`src/rtl/fire_alert_controller.sv`:
```
// Fire-alert sequencing controller: synchronises the FFT and camera flags, confirms
// sustained agreement, latches the alarm until a clear-condition ack, then cools down.
module fire_alert_controller #(
    parameter int CONFIRM_CYCLES  = 16,
    parameter int CLEAR_CYCLES    = 64,
    parameter int COOLDOWN_CYCLES = 256,
    parameter int MISMATCH_CYCLES = 128,
    parameter int CNT_W           = 16
) (
    input  logic       clk,
    input  logic       reset_n,
    input  logic       fft_flag,
    input  logic       cam_flag,
    input  logic       ack,
    output logic       final_alert,
    output logic [1:0] state_o,
    output logic       ack_rejected,
    output logic       mismatch,
    output logic [7:0] alarm_count
);

    typedef enum logic [1:0] {
        ST_IDLE     = 2'd0,
        ST_PENDING  = 2'd1,
        ST_ALARM    = 2'd2,
        ST_COOLDOWN = 2'd3
    } state_t;

    localparam logic [CNT_W-1:0] CNT_ONE      = CNT_W'(1);
    localparam logic [CNT_W-1:0] CNT_ZERO     = CNT_W'(0);
    localparam logic [CNT_W-1:0] CONFIRM_LAST = CNT_W'(CONFIRM_CYCLES - 1);
    localparam logic [CNT_W-1:0] CLEAR_MAX    = CNT_W'(CLEAR_CYCLES);
    localparam logic [CNT_W-1:0] COOL_LAST    = CNT_W'(COOLDOWN_CYCLES - 1);
    localparam logic [CNT_W-1:0] MIS_MAX      = CNT_W'(MISMATCH_CYCLES);

    logic             fft_meta_r, fft_sync_r, cam_meta_r, cam_sync_r;
    logic             both_s, none_s, one_s, clear_ok_s;
    state_t           state_r, state_nxt_s;
    logic [CNT_W-1:0] confirm_r, confirm_nxt_s;
    logic [CNT_W-1:0] clear_r, clear_nxt_s;
    logic [CNT_W-1:0] cool_r, cool_nxt_s;
    logic [CNT_W-1:0] mis_r, mis_nxt_s;
    logic             reject_nxt_s, alarm_entry_s;
    logic             final_alert_r, ack_rejected_r, mismatch_r;
    logic [7:0]       alarm_count_r;

    assign both_s     = fft_sync_r & cam_sync_r;
    assign none_s     = ~fft_sync_r & ~cam_sync_r;
    assign one_s      = fft_sync_r ^ cam_sync_r;
    assign clear_ok_s = (clear_r == CLEAR_MAX);

    // Two-flop synchronisers for the asynchronous sensor flags
    always_ff @(posedge clk or negedge reset_n) begin
        if (!reset_n) begin
            fft_meta_r <= 1'b0;
            fft_sync_r <= 1'b0;
            cam_meta_r <= 1'b0;
            cam_sync_r <= 1'b0;
        end else begin
            fft_meta_r <= fft_flag;
            fft_sync_r <= fft_meta_r;
            cam_meta_r <= cam_flag;
            cam_sync_r <= cam_meta_r;
        end
    end

    // Next-state and counter logic for the alert sequencer
    always_comb begin
        state_nxt_s   = state_r;
        confirm_nxt_s = confirm_r;
        clear_nxt_s   = clear_r;
        cool_nxt_s    = cool_r;
        reject_nxt_s  = 1'b0;
        alarm_entry_s = 1'b0;
        case (state_r)
            ST_IDLE: begin
                confirm_nxt_s = CNT_ZERO;
                clear_nxt_s   = CNT_ZERO;
                cool_nxt_s    = CNT_ZERO;
                if (both_s) begin
                    state_nxt_s = ST_PENDING;
                end else begin
                    state_nxt_s = ST_IDLE;
                end
            end
            ST_PENDING: begin
                if (!both_s) begin
                    state_nxt_s   = ST_IDLE;
                    confirm_nxt_s = CNT_ZERO;
                end else if (confirm_r == CONFIRM_LAST) begin
                    state_nxt_s   = ST_ALARM;
                    confirm_nxt_s = CNT_ZERO;
                    clear_nxt_s   = CNT_ZERO;
                    alarm_entry_s = 1'b1;
                end else begin
                    confirm_nxt_s = confirm_r + CNT_ONE;
                end
            end
            ST_ALARM: begin
                // Clear run saturates so a long quiet period keeps clear_ok asserted
                if (!none_s) begin
                    clear_nxt_s = CNT_ZERO;
                end else if (clear_r != CLEAR_MAX) begin
                    clear_nxt_s = clear_r + CNT_ONE;
                end else begin
                    clear_nxt_s = clear_r;
                end
                if (ack && clear_ok_s) begin
                    state_nxt_s = ST_COOLDOWN;
                    cool_nxt_s  = CNT_ZERO;
                end else if (ack) begin
                    reject_nxt_s = 1'b1;
                end else begin
                    state_nxt_s = ST_ALARM;
                end
            end
            ST_COOLDOWN: begin
                if (cool_r == COOL_LAST) begin
                    state_nxt_s = ST_IDLE;
                    cool_nxt_s  = CNT_ZERO;
                end else begin
                    cool_nxt_s = cool_r + CNT_ONE;
                end
            end
            default: begin
                state_nxt_s = ST_IDLE;
            end
        endcase
    end

    // Disagreement run length, independent of the sequencer
    always_comb begin
        mis_nxt_s = CNT_ZERO;
        if (!one_s) begin
            mis_nxt_s = CNT_ZERO;
        end else if (mis_r != MIS_MAX) begin
            mis_nxt_s = mis_r + CNT_ONE;
        end else begin
            mis_nxt_s = mis_r;
        end
    end

    // State, counters and registered outputs
    always_ff @(posedge clk or negedge reset_n) begin
        if (!reset_n) begin
            state_r        <= ST_IDLE;
            confirm_r      <= CNT_ZERO;
            clear_r        <= CNT_ZERO;
            cool_r         <= CNT_ZERO;
            mis_r          <= CNT_ZERO;
            final_alert_r  <= 1'b0;
            ack_rejected_r <= 1'b0;
            mismatch_r     <= 1'b0;
            alarm_count_r  <= 8'd0;
        end else begin
            state_r        <= state_nxt_s;
            confirm_r      <= confirm_nxt_s;
            clear_r        <= clear_nxt_s;
            cool_r         <= cool_nxt_s;
            mis_r          <= mis_nxt_s;
            final_alert_r  <= (state_nxt_s == ST_ALARM);
            ack_rejected_r <= reject_nxt_s;
            mismatch_r     <= (mis_nxt_s >= MIS_MAX);
            if (alarm_entry_s && (alarm_count_r != 8'hFF)) begin
                alarm_count_r <= alarm_count_r + 8'd1;
            end else begin
                alarm_count_r <= alarm_count_r;
            end
        end
    end

    assign final_alert  = final_alert_r;
    assign state_o      = state_r;
    assign ack_rejected = ack_rejected_r;
    assign mismatch     = mismatch_r;
    assign alarm_count  = alarm_count_r;

endmodule

```
`config.mk`:
```
export PLATFORM = sky130hd
export DESIGN_NAME = fire_alert_controller
export DESIGN_NICKNAME = d
export VERILOG_FILES = /design/src/rtl/fire_alert_controller.sv
export SDC_FILE = /design/constraint.sdc
export NUM_CORES = 1
export LEC_CHECK = 0
export BUFFER_PORTS_ARGS = -buffer_cell sky130_fd_sc_hd__buf_2
export CORE_UTILIZATION = 54
export DETAILED_ROUTE_END_ITERATION = 10
export GPL_TIMING_DRIVEN = 0
export PLACE_DENSITY = 0.71
export RECOVER_POWER = 25
export SYNTH_ARGS = -nofsm -noshare
export SYNTH_HDL_FRONTEND = slang
export SYNTH_SLANG_ARGS = --single-unit
```
`constraint.sdc`:
```
create_clock -name clk -period 4 [get_ports clk]
set_clock_uncertainty 0.2 [all_clocks]
set_input_delay 0.4 -clock clk [delete_from_list [all_inputs] [get_ports clk]]
set_output_delay 0.4 -clock clk [all_outputs]
set_load 0.02 [all_outputs]
```
==> reports/metrics.yaml <==
detailed_routing:
  met3_length_um: 236
  dr.max_layer_used: "met4"
  vias: 3602
  dr.pass1.iters: 5
  routedWlPerCell_um: 14.5
  wl_met1_mm: 4.40
  drc: 0
  drt-initial-drc-count: 120
  via_per_inst: 5.93
  antenna_left: 0
  wl_met2_mm: 4.04
  postRouteWirelength_mm: 8.79
floorplanning:
  num_rows: 32
  dieArea_um2: 8550
  start_util: 0.566
  die_w_um: 92.5
  ios: 18
  die_y_um: 92.5
  core-area_um2: 7810
finish:
  nets: 521
  most-common-layout-cells: "81 x dfrtp_1, 56 x nor2_1, 33 x o31ai_1"
  drive_gt1_frac: 0.0990
  layout_commonest_cell: "dfrtp_1"
  n_antenna_cell: 0
  syn_to_final_growth_pct: 11.0
  fin_cells: 607
timing:
  final-setup-viol-count: 0
  timing.hold.ws_ns: 0.159
  period_minus_slack_ns: 2.58
  setup_ws_ns: 1.42
  tns_ns: 0
  fmaxAchievable_mhz: 388
  finalCritPeriodShare: 0.644
  worstMarginPinSlew_ns: 1.11
  slew_violations: 0
  relSlewSlack: 0.262
  rsz0062_at_grt: "false"
  hold_violations: 0
synth:
  synth-edff-count: 0
  yosys.area.top_type: "dfrtp_1"
  synth-seq-cells: 81
  syn-num-nets: 489
  synthesis.area_um2: 4420
  synth_top_area_share: 0.458
  synth.distinct_cells: 54
  synthFlopType: "dfrtp_1"
  synth_warnings: 0
  ys_async_sr_fraction: 1.00
  synthTopCellsByArea: "dfrtp_1 46%, o31ai_1 5.6%, nor2_1 4.8%"
  syn_avg_cell_area_um2: 9.39
  synth_cells: 471
  ys_seq_area_frac: 0.458
place:
  place_hpwl_mm: 6.10
  port_buffers: 17
  gp_congestion: 0.852
  dp_slack_ns: 1.45
  dp_cells: 591
clock_network:
  cts_buffers: 9
  cts.sinks: 81
  htreeDepth: 3
  cts-root-buf: "clkbuf_8"
  insertion_delay_ns: 0.35
  clk_path_buf_depth: 2
  clkTransAtPathRegs_ns: 0.08
  cts_tree: "yes"
global_routing:
  track_usage: 0.224
  first_global_vias: 3355
  gr-total-overflow: 0
  antenna_found_initial: 0
  grt_max_degree: 64
  grt_pass1_wl_mm: 15.5
critical_path:
  start_kind: "register"
  crit_fanout: 10
  crit_arrival_ns: 2.60
  required_ns: 4.02
  r2r_cells: 8
  path_common_cell: "buf_2"
  cpLargestDelayFamily: "compound AO/OA/AOI/OAI gates"
  worstPathCellList: "ha_1 -> nor4bb_1 -> and4_1 -> buf_2 -> a21boi_1 -> buf_2 -> o31ai_1 -> o41ai_1"
  cp_slowest_cell: "a21boi_1"
  cp_slowest_stage_delay_ns: 0.52
  path_depth: 8
  crit_type: "register to register"
  cp-end-kind: "register"
  worstPathBufferInverterCount: 2
pwr:
  power.total_mw: 1.59
  power_density_nw_per_um2: 324
  p_leak_nw: 2.18
  peakVddDrop_v: 0.000238
status:
  status: "complete, no violations"
min_path:
  hold_class: "register to register"
  min_path_cells: 0
run:
  maxCapViolations: 0
## cells by family (layout without fill, tap and decap cells)
family	after synthesis	count (layout)	share of synthesized area
adders and majority gates	13	13	0.0368
DFF	81	81	0.458
xor gates and xnor gates	30	30	0.0594
AOI/OAI and AO/OA	104	104	0.163
buffers and inverters	38	72	0.0351
and+or+nand+nor	200	200	0.235
muxes	5	5	0.0116
## worst register-to-register path: stages, from the launching register on
cell and delay, ns:
dfrtp_1 0.43, ha_1 0.27, nor4bb_1 0.14, and4_1 0.18, buf_2 0.18, a21boi_1 0.52, buf_2 0.34, o31ai_1 0.10
o41ai_1 0.09
## worst paths after layout
kind | start | to | slack (ns)
min reg2reg | fft_meta_r | fft_sync_r | 0.16
max reg2reg | confirm_r[0] | clear_r[11] | 1.42
min in group asynchronous | reset_n | alarm_count[0] | 0.57
min | fft_meta_r | fft_sync_r | 0.16
max in group asynchronous | reset_n | mis_r[10] | 2.17
max | confirm_r[0] | clear_r[11] | 1.42
## Yosys cell counts, types with 2 or more instances
cell	count
mux2i_1	4
or4_1	2
nor4bb_1	2
and2_1	7
nand3_1	31
nor4_1	6
nand4_1	16
o21a_1	3
inv_2	2
nor4_2	2
dfrtp_1	81
inv_1	18
o21ai_0	7
o41ai_1	4
nor2b_1	2
nand2b_1	8
o31ai_1	33
or3_1	4
o21ai_1	19
ha_1	13
buf_4	2
nand2_1	27
xor2_1	19
and3_1	9
nor2_1	56
a41oi_1	3
buf_2	4
o22ai_1	2
o2111ai_1	2
nor3_1	17
or2_2	2
a31oi_1	7
clkbuf_1	12
a21oi_1	14
xnor2_1	11
and4_1	2
## flip-flops by register name, summed over array words and instances, names as in the netlist
signal and flops:
clear_r 16, confirm_r 16, cool_r 16, mis_r 16, alarm_count 8, state_o 2, ack_rejected 1, cam_meta_r 1
cam_sync_r 1, fft_meta_r 1, fft_sync_r 1, final_alert 1, mismatch 1
## layer usage
| layer | vias to the layer above | GRT usage |
|---|---|---|
| met1 | 1744 | 0.318 |
| met5 | - | 0 |
| met2 | 65 | 0.352 |
| li1 | 1782 | - |
| met4 | 0 | 0.0807 |
| met3 | 11 | 0.0304 |
## cell type report
class	instances	area [µm²]
Buffer	18	80.1
Multi-Input combinational cell	352	2240
Fill cell	649	2900
Sequential cell	81	2030
Clock buffer	9	124
Clock inverter	4	95.1
Inverter	20	75.1
Timing Repair Buffer	21	141
Tap cell	102	128
## what timing repair did
action                                 in CTS  in global routing
setup buffers                               0                  0
gates resized for setup                     0                  0
hold buffers                                3                  0
endpoints found under the hold margin      20                  0
## metrics by stage
step                      area, µm²   util
final                          4910  0.629
after floorplan                4420      -
after global placement         4630  0.594
after detailed placement       4660  0.597
after CTS                      4910  0.629
after global routing           4910  0.629
## report_power, final
part	internal, mW	total [mW]	switching (mW)
registers	0.826	0.835	0.00876
logic	0.0221	0.0702	0.0481
clock network	0.404	0.685	0.282
Note: power is estimated with default switching activity, not from simulation.
